[config.mk]
export PLATFORM = sky130hd
export DESIGN_NAME = mem_read_arbiter
export DESIGN_NICKNAME = d
export VERILOG_FILES = /design/src/rtl/mem_read_arbiter_pkg.sv /design/src/rtl/mem_read_arbiter.sv
export SDC_FILE = /design/constraint.sdc
export NUM_CORES = 1
export LEC_CHECK = 0
export CAP_MARGIN = 10
export CORE_ASPECT_RATIO = 1.2
export CORE_MARGIN = 5
export CORE_UTILIZATION = 23
export CTS_BUF_LIST = sky130_fd_sc_hd__clkbuf_4
export DETAILED_ROUTE_END_ITERATION = 8
export GPL_ROUTABILITY_DRIVEN = 0
export PLACE_DENSITY = 0.88
export SETUP_SLACK_MARGIN = 0.1
export SLEW_MARGIN = 20
export SYNTH_ARGS = -nofsm -noshare
export SYNTH_HDL_FRONTEND = slang
export SYNTH_SLANG_ARGS = --single-unit
[constraint.sdc]
create_clock -name clk -period 2.2 [get_ports clk]
set_input_delay 0.55 -clock clk [delete_from_list [all_inputs] [get_ports clk]]
set_output_delay 0.55 -clock clk [all_outputs]
set_load 0.005 [all_outputs]
[src/rtl/mem_read_arbiter_pkg.sv]
// Shared definitions for the memory read-port arbiter and its clients.
// Holds the owner encodings (also used as the arbiter state), default widths
// and the slot-winner selection rule.
package mem_read_arbiter_pkg;

  localparam int DEF_AW         = 16;
  localparam int DEF_DW         = 16;
  localparam int DEF_MAX_STREAK = 4;

  // Who owns the single outstanding memory request.
  typedef enum logic [1:0] {
    OWN_NONE = 2'd0,
    OWN_F    = 2'd1,
    OWN_D    = 2'd2
  } owner_e;

  // Load wins a contested slot unless fetch has already been passed over
  // the maximum number of times in a row.
  function automatic owner_e pick_winner(input logic f_re,
                                         input logic d_re,
                                         input logic streak_full);
    owner_e w;
    w = OWN_NONE;
    if (f_re && (!d_re || streak_full)) begin
      w = OWN_F;
    end else if (d_re) begin
      w = OWN_D;
    end
    return w;
  endfunction

endpackage

[src/rtl/mem_read_arbiter.sv]
// Purpose : shares one memory read port between fetch (f_*) and load (d_*),
//           load-priority with a bounded fetch starvation streak, one request
//           outstanding at a time.
// Ports   : f_re/f_raddr -> f_ready, d_re/d_raddr -> d_ready (per-client
//           request/response), cl_addr_out/cl_data_out broadcast response,
//           mem_re/mem_raddr -> memory, mem_ready/mem_addr_out/mem_data_out
//           <- memory, owner = current outstanding owner.
// Latency : zero added; grant, mem_re and ready routing are combinational,
//           only state and streak are registered. A client not granted gets
//           no ready and must keep re asserted.
module mem_read_arbiter
  import mem_read_arbiter_pkg::*;
#(
  parameter int AW         = DEF_AW,
  parameter int DW         = DEF_DW,
  parameter int MAX_STREAK = DEF_MAX_STREAK
) (
  input  logic          clk,
  input  logic          rst_n,
  input  logic          f_re,
  input  logic [AW-1:0] f_raddr,
  output logic          f_ready,
  input  logic          d_re,
  input  logic [AW-1:0] d_raddr,
  output logic          d_ready,
  output logic [AW-1:0] cl_addr_out,
  output logic [DW-1:0] cl_data_out,
  output logic          mem_re,
  output logic [AW-1:0] mem_raddr,
  input  logic          mem_ready,
  input  logic [AW-1:0] mem_addr_out,
  input  logic [DW-1:0] mem_data_out,
  output logic [1:0]    owner
);

  localparam int SW = $clog2(MAX_STREAK + 1);
  localparam logic [SW-1:0] STREAK_MAX = SW'(MAX_STREAK);

  owner_e        r_state;
  owner_e        w_state_nxt;
  owner_e        w_winner;
  logic [SW-1:0] r_streak;
  logic [SW-1:0] w_streak_nxt;
  logic          w_slot;

  always_ff @(posedge clk or negedge rst_n) begin
    if (!rst_n) begin
      r_state  <= OWN_NONE;
      r_streak <= '0;
    end else begin
      r_state  <= w_state_nxt;
      r_streak <= w_streak_nxt;
    end
  end

  always_comb begin
    w_state_nxt  = r_state;
    w_streak_nxt = r_streak;
    mem_re       = 1'b0;
    // A new request can go out when idle, or in the very cycle the current
    // one completes (memory accepts on the same mem_ready).
    w_slot       = (r_state == OWN_NONE) || mem_ready;
    w_winner     = pick_winner(f_re, d_re, r_streak == STREAK_MAX);
    mem_raddr    = (w_winner == OWN_F) ? f_raddr : d_raddr;

    if (w_slot) begin
      w_state_nxt = w_winner;
      // rst_n gate keeps mem_re low while reset is held even if a client
      // is already requesting.
      mem_re      = (w_winner != OWN_NONE) && rst_n;
      case (w_winner)
        OWN_F: w_streak_nxt = '0;
        OWN_D: begin
          if (!f_re) begin
            w_streak_nxt = '0;
          end else if (r_streak != STREAK_MAX) begin
            w_streak_nxt = r_streak + SW'(1);
          end
        end
        default: ;
      endcase
    end
  end

  // mem_ready while IDLE matches no owner and is dropped here.
  assign f_ready     = (r_state == OWN_F) && mem_ready;
  assign d_ready     = (r_state == OWN_D) && mem_ready;
  assign cl_addr_out = mem_addr_out;
  assign cl_data_out = mem_data_out;
  assign owner       = r_state;

endmodule

==> flow_summary.json <==
{
  "drt-initial-drc-count": 2,
  "min_path_type": "input port to asynchronous set/reset pin",
  "clock_skew_ns": 0.001764,
  "vdd_ir_drop_max_mv": 0.3182,
  "h-tree-depth": 1,
  "drt-total-wl_mm": 2.142,
  "critPathTopFamily": "flip-flops",
  "p_sw_frac": 0.2571,
  "ys_seq_area_frac": 0.1623,
  "diodes": 0,
  "most-common-layout-cells": "35 x clkdlybuf4s50_1, 14 x buf_4, 11 x buf_6",
  "synth-seq-cells": 5,
  "die_w_um": 62.85,
  "path_cells": "inv_2 > ha_4 > nand2_4 > a21bo_4 > buf_16 > mux2_4 > buf_6",
  "clkPwrFrac": 0.234,
  "synth_top_family_by_area": "buffers and inverters",
  "fillCellCount": 340,
  "synth_cell_type_count": 24,
  "ys_warn_count": 0,
  "tightest_slew_ns": 0.2242,
  "syn_nets": 151,
  "max_freq_mhz": 441.7,
  "multi_input_area_um2": 396.6,
  "final_area_mm2": 0.001328,
  "finalSetupViolations": 16,
  "syn_avg_cell_area_um2": 9.634,
  "place_ws_ns": -0.5182,
  "vias_per_cell": 4.366,
  "path_buf_inv": 3,
  "setup_tns_ns": -0.6997,
  "cts_buffers": 3,
  "clock-sinks": 5,
  "fin_nets": 196,
  "port_buffers": 57,
  "clock_latency_ns": 0.24,
  "violations": "setup timing",
  "ant_nets": 0,
  "synth_top_area_frac": 0.3117,
  "path_class": "flip-flop to primary output",
  "p_per_area_mw_per_mm2": 382.0,
  "comb_power_share": 0.541,
  "cp.arrival_ns": 1.71,
  "cts.clk_slew.worst_paths_ns": 0.04,
  "hold_viol": 0,
  "grt_first_pass_wirelength_mm": 3.022,
  "antenna_found_initial": 0,
  "synth_mux_area_frac": 0.2857,
  "slew_viol_final": 0,
  "whs_ns": 0.6039,
  "grt_use_total": 0.08459,
  "place_hpwl_mm": 1.801,
  "placed_cell_area_mm2": 0.001211,
  "drive_above_1_share": 0.4839,
  "p_sw_uw": 130.4,
  "seqCellArea_um2": 125.1,
  "synth_adder_area_share": 0.03247,
  "num_io_pins": 122,
  "seq_power_share": 0.226,
  "critPathSlowestCell": "dfrtp_1",
  "syn_inst": 80,
  "dp_cells": 151,
  "coreArea_mm2": 0.003281,
  "wl_per_cell_um": 13.30,
  "yosys.area.top_type": "buf_4",
  "die_y_um": 73.42,
  "synth_xor_area_frac": 0,
  "syn-cell-area_um2": 770.7,
  "required_ns": 1.65,
  "first_pass_iters": 4,
  "crit_path_start_kind": "flip-flop",
  "area_growth_pct": 72.24,
  "p_leak_uw": 0.0006348,
  "grt-ovfl-total": 0,
  "final-instance-count-excl-fill": 161,
  "setup_ws_ns": -0.06400,
  "synth_compound_area_frac": 0.07468,
  "synthSimpleGateAreaFrac": 0.07305,
  "critical-path-max-stage-delay_ns": 0.38,
  "clk_path_buf_depth": 2,
  "clockRootBuffer": "clkbuf_4",
  "grt_pass1_vias": 699,
  "fin_crit_ns": 2.264,
  "rows": 23,
  "status": "finished, violations left",
  "grt_max_degree": 8,
  "maxSlewHeadroom": 0.8505,
  "internal_power_uw": 376.8,
  "synth_area_leaders": "buf_4 31%, dfrtp_1 16%, mux2_4 16%",
  "maxCapViolCount": 0,
  "initial_core_util": 0.2349,
  "rsz0062_at_grt": "true",
  "drc_errors": 0,
  "period_share": 1.029,
  "cp-end-kind": "primary output",
  "crit_fanout": 7,
  "die_area_mm2": 0.004614,
  "final_common_cell": "clkdlybuf4s50_1",
  "vias": 703,
  "cts_tree": "yes"
}
cell type report:
class / count / share of cell area
well taps: 37 / 0.03487
multi-input cells: 37 / 0.2988
clock buffers: 4 / 0.02262
flip-flops and latches: 5 / 0.09425
repair buffers: 74 / 0.5382
inverters: 4 / 0.01131
cell families (layout without fill, tap and decap cells):
logic type,count (synthesis),in the layout
adder cells (fa/ha/maj),2,2
flip-flops,5,5
multiplexers,17,17
AO/OA/AOI/OAI,8,8
buffers and inverters,38,82
AND/OR/NAND/NOR,10,10
worst paths after layout:
kind / endpoint / cells after the start / from / slack [ns]
max: mem_raddr[14] / 7 / r_streak[0] / -0.06
min in group clk: r_streak[2] / 2 / r_streak[2] / 0.62
min reg2reg: r_streak[2] / 2 / r_streak[2] / 0.62
max in group asynchronous: r_streak[1] / 2 / rst_n / 1.49
min: r_streak[2] / 2 / rst_n / 0.60
max reg2reg: owner[1] / 7 / r_streak[0] / 0.70
power groups by stage:
| stage | combinational [uW] | clock (uW) | sequential, uW |
|---|---|---|---|
| 2_1_floorplan | 133 | 0 | 111 |
| 3_3_place_gp | 248 | 0 | 112 |
| 3_5_place_dp | 252 | 0 | 112 |
| 4_1_cts | 261 | 122 | 114 |
| 5_1_grt | 294 | 129 | 116 |
| 6_report | 274 | 119 | 114 |
worst reg2reg max path: stages (launching register included):
cell and delay [ns]:
dfrtp_1 0.38, inv_2 0.08, ha_4 0.15, nand2_4 0.05
a21bo_4 0.25, buf_6 0.14, buf_4 0.13, a31o_2 0.22
Yosys cell counts, drive strengths merged:
cell type and instances:
a31o 1, nor3b 1, o21a 1, nand4 1, nor2b 1, dfrtp 5, mux2i 1, nor2 1
nand2 3, and3b 1, and2 1, o22ai 2, a31oi 1, nand2b 1, o21ai 1, mux2 16
ha 2, inv 4, a21bo 1, o21bai 1, buf 34
flip-flops by register name, summed over array words and instances, names as in the netlist:
register,flops
owner,2
r_streak,3
stage by stage:
step	total power, uW	utilization
6_report	507.1	0.4047
3_3_place_gp	359.5	0.3692
3_5_place_dp	364.2	0.3692
2_1_floorplan	243.8	-
5_1_grt	539.8	0.4047
4_1_cts	497.4	0.3886
what timing repair did:
item,CTS,global route
endpoints found under the setup margin,19,18
gates resized for setup,85,8
hold buffers,0,0
pin swaps,3,3
buffers inserted,3,2
cloned,1,0
metal layers:
metal | track usage | vias to the layer above | share of wire
li1 | - | 326 | -
met3 | 0.02752 | 14 | 0.10
met5 | 0 | - | 0
met4 | 0.06840 | 0 | 0.048
met2 | 0.1601 | 49 | 0.54
met1 | 0.07176 | 314 | 0.31
Power figures use the tool's default switching activity.
